**config.mk**
```make
export PLATFORM = sky130hd
export DESIGN_NAME = mau_operand_stager
export DESIGN_NICKNAME = d
export VERILOG_FILES = /design/src/rtl/mau_operand_stager_pkg.sv /design/src/rtl/mau_pair_fifo.sv /design/src/rtl/mau_operand_stager.sv
export SDC_FILE = /design/constraint.sdc
export NUM_CORES = 1
export LEC_CHECK = 0
export ABC_AREA = 1
export ABC_CLOCK_PERIOD_IN_PS = 3400
export CORE_ASPECT_RATIO = 1.2
export CORE_MARGIN = 3
export CORE_UTILIZATION = 35
export CTS_CLUSTER_DIAMETER = 60
export DETAILED_ROUTE_END_ITERATION = 10
export MAX_ROUTING_LAYER = met4
export SYNTH_ARGS = -nofsm -noshare
export SYNTH_HDL_FRONTEND = slang
export SYNTH_SLANG_ARGS = --single-unit
```
**constraint.sdc**
```tcl
create_clock -name clk -period 3.4 [get_ports clk]
set_input_delay 0.68 -clock clk [delete_from_list [all_inputs] [get_ports clk]]
set_output_delay 0.68 -clock clk [all_outputs]
set_load 0.03 [all_outputs]
```
**src/rtl/mau_operand_stager_pkg.sv**
```systemverilog
// Shared constants and types for the MAU operand stager: register map, CTRL bits,
// FSM state encoding and default parameters.
package mau_operand_stager_pkg;

    localparam logic [2:0] ADDR_A_LO = 3'd0;
    localparam logic [2:0] ADDR_A_HI = 3'd1;
    localparam logic [2:0] ADDR_B_LO = 3'd2;
    localparam logic [2:0] ADDR_B_HI = 3'd3;
    localparam logic [2:0] ADDR_CTRL = 3'd4;

    localparam int unsigned CTRL_FLUSH_BIT   = 0;
    localparam int unsigned CTRL_CLR_OVF_BIT = 1;

    localparam int unsigned DEFAULT_WORK_CYCLES = 6;
    localparam logic [23:0] DEFAULT_Q           = 24'd8380417;

    typedef enum logic [1:0] {StIdle, StLoad, StRun, StDone} state_e;

    // Single conditional subtraction: maps [0, 2q) onto [0, q).
    function automatic logic [23:0] reduce_mod(input logic [23:0] x, input logic [23:0] q);
        return (x >= q) ? (x - q) : x;
    endfunction

endpackage

```
**src/rtl/mau_pair_fifo.sv**
```systemverilog
// Synchronous Depth x Width FIFO with flush; push while full succeeds only with a
// simultaneous pop. Read data is the current head (fall-through).
module mau_pair_fifo #(
    parameter int unsigned Depth = 4,
    parameter int unsigned Width = 48
) (
    input  logic                     clk,
    input  logic                     rst,
    input  logic                     push_i,
    input  logic                     pop_i,
    input  logic                     flush_i,
    input  logic [Width-1:0]         wdata_i,
    output logic [Width-1:0]         rdata_o,
    output logic                     full_o,
    output logic                     empty_o,
    output logic [$clog2(Depth):0]   count_o
);
    localparam int unsigned AddrW = $clog2(Depth);
    localparam int unsigned CntW  = AddrW + 1;

    logic [Width-1:0] mem_q [Depth];
    logic [AddrW-1:0] wr_ptr_q, rd_ptr_q;
    logic [CntW-1:0]  count_q;
    logic             push_ok, pop_ok;

    assign full_o  = (count_q == CntW'(Depth));
    assign empty_o = (count_q == '0);
    assign push_ok = push_i && (!full_o || pop_i);
    assign pop_ok  = pop_i && !empty_o;
    assign rdata_o = mem_q[rd_ptr_q];
    assign count_o = count_q;

    always_ff @(posedge clk) begin
        if (rst || flush_i) begin
            wr_ptr_q <= '0;
            rd_ptr_q <= '0;
            count_q  <= '0;
        end else begin
            if (push_ok) wr_ptr_q <= wr_ptr_q + AddrW'(1);
            if (pop_ok)  rd_ptr_q <= rd_ptr_q + AddrW'(1);
            if (push_ok && !pop_ok)      count_q <= count_q + CntW'(1);
            else if (!push_ok && pop_ok) count_q <= count_q - CntW'(1);
        end
    end

    always_ff @(posedge clk) begin
        if (push_ok) mem_q[wr_ptr_q] <= wdata_i;
    end

endmodule

```
**src/rtl/mau_operand_stager.sv**
```systemverilog
// Stages 24-bit operand pairs from 16-bit bus writes, queues them and plays them to the
// MAU in bursts. Optional MAU_OPERAND_REDUCE_EN reduces operands mod Q at push time.
module mau_operand_stager
    import mau_operand_stager_pkg::*;
#(
    parameter int unsigned Depth      = 4,
    parameter int unsigned WorkCycles = DEFAULT_WORK_CYCLES,
    parameter logic [23:0] Q          = DEFAULT_Q
) (
    input  logic                   clk,
    input  logic                   rst,
    input  logic                   wr_en_i,
    input  logic [2:0]             wr_addr_i,
    input  logic [15:0]            wr_data_i,
    input  logic                   start_i,
    output logic [23:0]            a_out_o,
    output logic [23:0]            b_out_o,
    output logic                   mau_en_o,
    output logic                   trig_n_o,
    output logic                   busy_o,
    output logic                   done_o,
    output logic [$clog2(Depth):0] fifo_cnt_o,
    output logic                   ovf_o
);
    localparam int unsigned CntW = (WorkCycles > 1) ? $clog2(WorkCycles) : 1;
    localparam logic [CntW-1:0] LastCnt = CntW'(WorkCycles - 1);

    logic [23:0] a_stage_q, a_stage_d, b_stage_q, b_stage_d;
    logic [23:0] a_push, b_push, a_out_q, b_out_q;
    logic [47:0] fifo_rdata;
    logic        push, pop, flush, clr_ovf, ctrl_wr, fifo_full, fifo_empty;
    logic        ovf_q, ovf_d, mau_en_q, trig_n_q, busy_q, done_q;
    logic [CntW-1:0] cnt_q;
    state_e      state_q;

    always_comb begin
        a_stage_d = a_stage_q;
        b_stage_d = b_stage_q;
        if (wr_en_i) begin
            case (wr_addr_i)
                ADDR_A_LO: a_stage_d[15:0]  = wr_data_i;
                ADDR_A_HI: a_stage_d[23:16] = wr_data_i[7:0];
                ADDR_B_LO: b_stage_d[15:0]  = wr_data_i;
                ADDR_B_HI: b_stage_d[23:16] = wr_data_i[7:0];
                default:   ;
            endcase
        end
    end

    assign push    = wr_en_i && (wr_addr_i == ADDR_B_HI);
    assign ctrl_wr = wr_en_i && (wr_addr_i == ADDR_CTRL);
    assign flush   = ctrl_wr && wr_data_i[CTRL_FLUSH_BIT] && (state_q == StIdle);
    assign clr_ovf = ctrl_wr && wr_data_i[CTRL_CLR_OVF_BIT];
    assign pop     = (state_q == StLoad);

`ifdef MAU_OPERAND_REDUCE_EN
    assign a_push = reduce_mod(a_stage_q, Q);
    assign b_push = reduce_mod({wr_data_i[7:0], b_stage_q[15:0]}, Q);
`else
    logic unused_q;
    assign unused_q = ^Q;
    assign a_push   = a_stage_q;
    assign b_push   = {wr_data_i[7:0], b_stage_q[15:0]};
`endif

    // A dropped push sets ovf even if a clear arrives in the same cycle.
    always_comb begin
        ovf_d = ovf_q;
        if (clr_ovf) ovf_d = 1'b0;
        if (push && fifo_full && !pop) ovf_d = 1'b1;
    end

    always_ff @(posedge clk) begin
        if (rst) begin
            a_stage_q <= '0;
            b_stage_q <= '0;
            ovf_q     <= 1'b0;
        end else begin
            a_stage_q <= a_stage_d;
            b_stage_q <= b_stage_d;
            ovf_q     <= ovf_d;
        end
    end

    mau_pair_fifo #(
        .Depth (Depth),
        .Width (48)
    ) u_fifo (
        .clk     (clk),
        .rst     (rst),
        .push_i  (push),
        .pop_i   (pop),
        .flush_i (flush),
        .wdata_i ({a_push, b_push}),
        .rdata_o (fifo_rdata),
        .full_o  (fifo_full),
        .empty_o (fifo_empty),
        .count_o (fifo_cnt_o)
    );

    always_ff @(posedge clk) begin
        if (rst) begin
            state_q  <= StIdle;
            cnt_q    <= '0;
            a_out_q  <= '0;
            b_out_q  <= '0;
            mau_en_q <= 1'b0;
            trig_n_q <= 1'b1;
            busy_q   <= 1'b0;
            done_q   <= 1'b0;
        end else begin
            case (state_q)
                StIdle: begin
                    if (start_i && !fifo_empty) begin
                        state_q  <= StLoad;
                        trig_n_q <= 1'b0;
                        busy_q   <= 1'b1;
                    end
                end
                StLoad: begin
                    a_out_q  <= fifo_rdata[47:24];
                    b_out_q  <= fifo_rdata[23:0];
                    cnt_q    <= '0;
                    mau_en_q <= 1'b1;
                    trig_n_q <= 1'b1;
                    state_q  <= StRun;
                end
                StRun: begin
                    if (cnt_q == LastCnt) begin
                        mau_en_q <= 1'b0;
                        if (!fifo_empty) begin
                            state_q <= StLoad;
                        end else begin
                            state_q <= StDone;
                            done_q  <= 1'b1;
                        end
                    end else begin
                        cnt_q <= cnt_q + CntW'(1);
                    end
                end
                StDone: begin
                    done_q  <= 1'b0;
                    busy_q  <= 1'b0;
                    state_q <= StIdle;
                end
                default: state_q <= StIdle;
            endcase
        end
    end

    assign a_out_o  = a_out_q;
    assign b_out_o  = b_out_q;
    assign mau_en_o = mau_en_q;
    assign trig_n_o = trig_n_q;
    assign busy_o   = busy_q;
    assign done_o   = done_q;
    assign ovf_o    = ovf_q;

endmodule
```
==> summary.md, run 1 <==
| Metric | Value |
|---|---|
| Core ar. | 32,600 µm² |
| Synth Instances | 1,223 |
| Crit path depth | 1 |
| CTS tree | built |
| Place WS | 544 ps |
| Drt total wl | 25,600 µm |
| VDD IR max | 0.000400 V |
| WL/cell | 14.6 µm |
| Worst EP required | 2720 ps |
| Capturing point of the worst reg2reg path | u_fifo.count_o[2] |
| Hpwl dp | 15,100 µm |
| Crit path DAT | 1670 ps |
| Synth Warn # | 0 |
| Final WS setup | 1050 ps |
| Max_cap viols | 0 |
| Starting Density | 0.360 |
| Cell Area, Synth | 11,700 µm² |
| Worst skew pair latency | 540 ps |
| Hold slack final | 464 ps |
| Unrepaired setup endpoints after global routing | false |
| CTS Buffer Depth | 3 |
| Clock Pin Slew Worst Setup and Hold Paths | 60 ps |
| Reg2reg start | u_fifo.count_o[0] |
| Hold-fix buffers, CTS | 0 |
| Most frequent cells in the layout | 381 x nor2_1, 192 x edfxtp_1, 177 x nand2_1 |
| Avg Cell Area, Syn | 9.59 µm² |
| Vias/cell | 4.44 |
| Worst-margin pin slew | 965 ps |
| I/O pins | 79 |
| Crit share post-route | 0.690 |
| Final min period | 2350 ps |
| First DRT Iteration DRCs | 546 |
| Synth area leaders | edfxtp_1 49%, dfxtp_1 18%, nor2_1 12% |
| Synth Register Bits | 297 |
| Placement row count | 72 |
| Setup_tns | 0 ps |
| Post-route antenna net violation count | 0 |
| Diode count | 0 |
| Slowest CP cell | clkdlybuf4s50_1 |
| Share of cells above drive strength 1 | 0.0540 |
| Crit-path max FO | 4 |
| DR pass1 iterations | 4 |
| Setup CP Type | register to output port |
| Antenna violations before repair | 0 |
| Post-placement cell count | 1,705 |
| CP Buf/Inv Count | 1 |
| Worst Setup End Kind | output port |
| Fin. max-slew vios | 0 |
| CP Launch Point | u_fifo.count_o[0] |
| Gr usage total | 0.145 |
| Clk sinks | 297 |
| Chip width | 173 µm |
| Synth top area share | 0.492 |
| Synth unique cells | 25 |
| Syn_nets | 1,254 |
| Commonest non-fill, non-tap cell in the layout | nor2_1 |
| CTS buffer count | 29 |
| Critical path launch point type | register |
| Postcts setup bufs | 0 |
| Crit-path cells | clkdlybuf4s50_1 |
| Slew headroom | 0.355 |
| Hold Vio Cnt, Final | 0 |
| Outcome | complete, no violations |
| Power per Cell Area | 681 nW/µm² |
| DR DRC count | 0 |
| Grt total ovfl | 0 |
| Yosys top cell by area | edfxtp_1 |
| Die H | 207 µm |
| Layout area overhead | 19.0% |
| Port Buf Inserts | 78 |
| Setup-failing EPs final | 0 |
| Crit path to | fifo_cnt_o[0] |
| First-pass GRT wire length | 40,700 µm |
| Clock root buffer | clkbuf_16 |
| CP max stage delay | 710 ps |
| Via count | 7,797 |
| Vias in the first global route | 7,616 |
| Fin Clk Skew | 16.1 ps |
| Die area | 35,700 µm² |
| GP Congestion | 0.812 |
| P_leak | 0.00534 µW |
| Type of the worst min-delay path | register to register |
| Post-CTS resize count | 0 |
| Largest net degree at the start of global routing | 100 |
| Register area share after synthesis | 0.671 |
| Non-Filler Instances | 1,758 |
| Fmax | 0.426 GHz |
| Depth of the worst register-to-register path | 11 |
| Nets | 1,323 |
| CP delay by family, top | buffers and inverters |
| CTS H-tree lvls | 1 |
| Reg2reg setup slack | 1140 ps |
[per-layer routing]
layer,part of all wire,GRT usage
met2,0.50,0.257
met4,0.021,0.0429
met1,0.44,0.175
met5,0,-
met3,0.036,0.0191
[state kept, by name, summed over array words and instances, names as in the netlist, 2 cells and up]
name and flops:
u_fifo.count_o 3, b_out_o 24, u_fifo.rd_ptr_q 2, state_q 2, u_fifo.mem_q 192, b_stage_q 16, a_push 24, u_fifo.wr_ptr_q 2
a_out_o 24, cnt_q 3
[stage by stage]
stage | utilization | cell area, µm² | power [µW]
after detailed placement | 0.399 | 13000 | 6490
after global routing | 0.428 | 14000 | 10000
after global placement | 0.399 | 13000 | 6470
after floorplan | - | 11700 | 5720
after CTS | 0.428 | 14000 | 9630
final | 0.428 | 14000 | 9510
[worst min path at each step]
stage / start / to / slack, ps / cells past startpoint
2_1_floorplan: cnt_q[0] / cnt_q[0] / 450 / 1
3_3_place_gp: ovf_o / ovf_o / 460 / 2
3_5_place_dp: ovf_o / ovf_o / 460 / 2
4_1_cts: ovf_o / ovf_o / 470 / 2
5_1_grt: trig_n_o / trig_n_o / 510 / 2
6_report: ovf_o / ovf_o / 460 / 2
[cell usage after synthesis]
master      n
nor2_4      1
dfxtp_1   105
xor2_1      2
nor2_2      1
xnor2_1     1
a21oi_1    13
inv_2       3
buf_1       6
inv_1     120
nand4_1     2
nand2_1   177
fa_1        1
edfxtp_1  192
o21ai_0    90
or2_0       1
nand3_1    62
o21bai_1    1
o21ai_1     2
clkbuf_1   17
nor2_1    385
buf_6       1
ha_1        7
buf_4       4
nand2_2     1
buf_2      28
[layout make-up]
cell class	count	area (µm²)
Clock buffer	39	793
Clock inverter	14	143
Fill cell	3117	18700
Inverter	123	462
Multi-Input combinational cell	747	3160
Sequential cell	297	7870
Tap cell	444	556
Timing Repair Buffer	94	971
[logic make-up after synthesis]
logic type / synth area share
flops: 0.671
compound gates: 0.0455
fa+ha+maj: 0.00918
xor+xnor: 0.00224
buf+inv: 0.0622
simple gates: 0.210
[where the power goes]
group	leakage, µW	total [µW]	internal [µW]	switching [µW]
clock	0.000459	3130	1850	1270
combinational	0.00233	2070	762	1310
sequential	0.00255	4310	4110	195
total	0.00534	9510	6730	2780
Note: power is estimated with default switching activity, not from simulation.
==> inputs of run 2 (changes only) <==
--- a/config.mk
+++ b/config.mk
@@ -6,7 +6,7 @@
 export NUM_CORES = 1
 export LEC_CHECK = 0
 export ABC_AREA = 1
-export ABC_CLOCK_PERIOD_IN_PS = 3400
+export ABC_CLOCK_PERIOD_IN_PS = 2100
 export CORE_ASPECT_RATIO = 1.2
 export CORE_MARGIN = 3
 export CORE_UTILIZATION = 35
==> constraint.sdc (replaced) <==
create_clock -name clk -period 2.1 [get_ports clk]
set_input_delay 0.42 -clock clk [delete_from_list [all_inputs] [get_ports clk]]
set_output_delay 0.42 -clock clk [all_outputs]
set_load 0.03 [all_outputs]
==> summary.md, run 2 (synthesized netlist as in run 1, its figures left out) <==
| Metric | Value |
|---|---|
| Depth of the worst register-to-register path | 11 (unchanged) |
| Worst skew pair latency | 550 ps (about the same) |
| Biggest register | u_fifo.mem_q |
| Most frequent cells in the layout | 380 x nor2_1, 192 x edfxtp_1, 176 x nand2_1 |
| Core ar. | 32,600 µm² (unchanged) |
| P_leak | 0.00552 µW (+3.4%) |
| Hold slack final | 351 ps (-113 ps) |
| Port Buf Inserts | 78 (unchanged) |
| Final min period | 2050 ps |
| VDD IR max | 0.000702 V (+76%) |
| Nets | 1,344 (+1.6%) |
| CP max stage delay | 690 ps (-20 ps) |
| Clock root buffer | clkbuf_16 |
| Post-route antenna net violation count | 0 (unchanged) |
| DR pass1 iterations | 4 (unchanged) |
| Worst EP required | 1680 ps (-1040 ps) |
| Antenna violations before repair | 0 (unchanged) |
| Outcome | complete, no violations |
| Vias in the first global route | 8,008 (+5.1%) |
| Drt total wl | 26,100 µm (+2.1%) |
| Clk sinks | 297 (unchanged) |
| Largest net degree at the start of global routing | 100 (unchanged) |
| Layout area overhead | 21.8% |
| Hpwl dp | 15,900 µm (+5.6%) |
| Reg2reg setup slack | 250 ps (-890 ps) |
| Hold Vio Cnt, Final | 0 (unchanged) |
| CTS buffer count | 31 (+6.9%) |
| Crit-path max FO | 4 (unchanged) |
| First DRT Iteration DRCs | 475 (-13%) |
| Chip width | 173 µm (unchanged) |
| Crit-path cells | clkdlybuf4s50_1 |
| Setup-failing EPs final | 0 (unchanged) |
| Fmax | 0.488 GHz |
| Critical path launch point type | register |
| CTS H-tree lvls | 1 (unchanged) |
| Fin. max-slew vios | 0 (unchanged) |
| Gr usage total | 0.152 (+0.00698) |
| Power per Cell Area | 1110 nW/µm² (+63%) |
| Die area | 35,700 µm² (unchanged) |
| Worst Setup End Kind | output port |
| Largest register FFs | 192 (unchanged) |
| Vias/cell | 4.51 (+1.6%) |
| CTS tree | built |
| Diode count | 0 (unchanged) |
| Type of the worst min-delay path | input pin to register |
| Unrepaired setup endpoints after global routing | false |
| Post-CTS resize count | 1 (+1) |
| Worst-margin pin slew | 693 ps (-272 ps) |
| I/O pins | 79 (unchanged) |
| Grt total ovfl | 0 (unchanged) |
| Die H | 207 µm (unchanged) |
| Crit path DAT | 1630 ps (-40 ps) |
| Clock Pin Slew Worst Setup and Hold Paths | 70 ps (about the same) |
| Reg2reg start | u_fifo.count_o[0] |
| CP delay by family, top | buffers and inverters |
| First-pass GRT wire length | 42,300 µm (+3.9%) |
| Post-placement cell count | 1,724 (+1.1%) |
| Slew headroom | 0.538 (+0.183) |
| DR DRC count | 0 (unchanged) |
| Fin Clk Skew | 9.62 ps (-6.51 ps) |
| CTS Buffer Depth | 3 (unchanged) |
| Hold-fix buffers, CTS | 0 (unchanged) |
| Fillers | 3,102 (-0.48%) |
| Commonest non-fill, non-tap cell in the layout | nor2_1 |
| Via count | 8,031 (+3.0%) |
| Hold Path End | trig_n_o |
| Capturing point of the worst reg2reg path | u_fifo.count_o[2] |
| Max_cap viols | 0 (unchanged) |
| Non-Filler Instances | 1,782 (+1.4%) |
| WL/cell | 14.7 µm (+0.71%) |
| GP Congestion | 0.737 (-9.3%) |
| Postcts setup bufs | 0 (unchanged) |
| Beginning of the worst hold path | rst |
| Share of cells above drive strength 1 | 0.0785 (+0.0244) |
| Placement row count | 72 (unchanged) |
| CP Buf/Inv Count | 1 (unchanged) |
| Crit share post-route | 0.976 |
| Setup CP Type | register to output port |
| Hold Path Depth | 3 (+1) |
| Crit path depth | 1 (unchanged) |
| Slowest CP cell | clkdlybuf4s50_1 |
| Starting Density | 0.360 (unchanged) |
==> run 2: through the flow <==
step	power, µW	util	setup WS [ps]	cell area [µm²]	TNS [ps]
after global placement	10500	0.406	-281	13200	-2460
after CTS	16000	0.438	36.7	14300	0
final	15900	0.438	50.1	14300	0
after detailed placement	10600	0.406	-314	13200	-5280
after floorplan	9260	-	7.92	11800	0
after global routing	16700	0.438	6.54	14300	0
==> run 2: where the power goes <==
group | internal, µW | leakage [µW] | switching (µW)
clock | 3190 | 0.000505 | 2260
combinational | 1290 | 0.00247 | 2160
sequential | 6660 | 0.00255 | 290
==> run 2: metal layers <==
metal / share of wire / GRT usage / routed length [µm] / vias to the layer above
li1: - / - / - / 4097
met1: 0.43 / 0.181 / 11200 / 3733
met2: 0.50 / 0.269 / 13100 / 157
met3: 0.047 / 0.0209 / 1230 / 44
met4: 0.024 / 0.0504 / 638 / 0
met5: 0 / - / 0 / -
==> run 2: how the worst max path moves through the flow <==
stage / startpoint / endpoint
floorplan: wr_addr_i[2] / u_fifo.mem_q[0][0]
global placement: wr_addr_i[1] / u_fifo.count_o[2]
detailed placement: wr_addr_i[0] / u_fifo.count_o[2]
CTS: u_fifo.count_o[0] / fifo_cnt_o[0]
global route: u_fifo.count_o[1] / fifo_cnt_o[1]
finish: u_fifo.count_o[1] / fifo_cnt_o[1]
==> run 2: layout make-up <==
cell class                      count  area [µm²]  area share
Timing Repair Buffer              113        1190      0.0833
Clock inverter                     19         201      0.0141
Inverter                          123         462      0.0323
Clock buffer                       39         826      0.0578
Tap cell                          444         556      0.0389
Sequential cell                   297        7880       0.551
Multi-Input combinational cell    747        3170       0.222
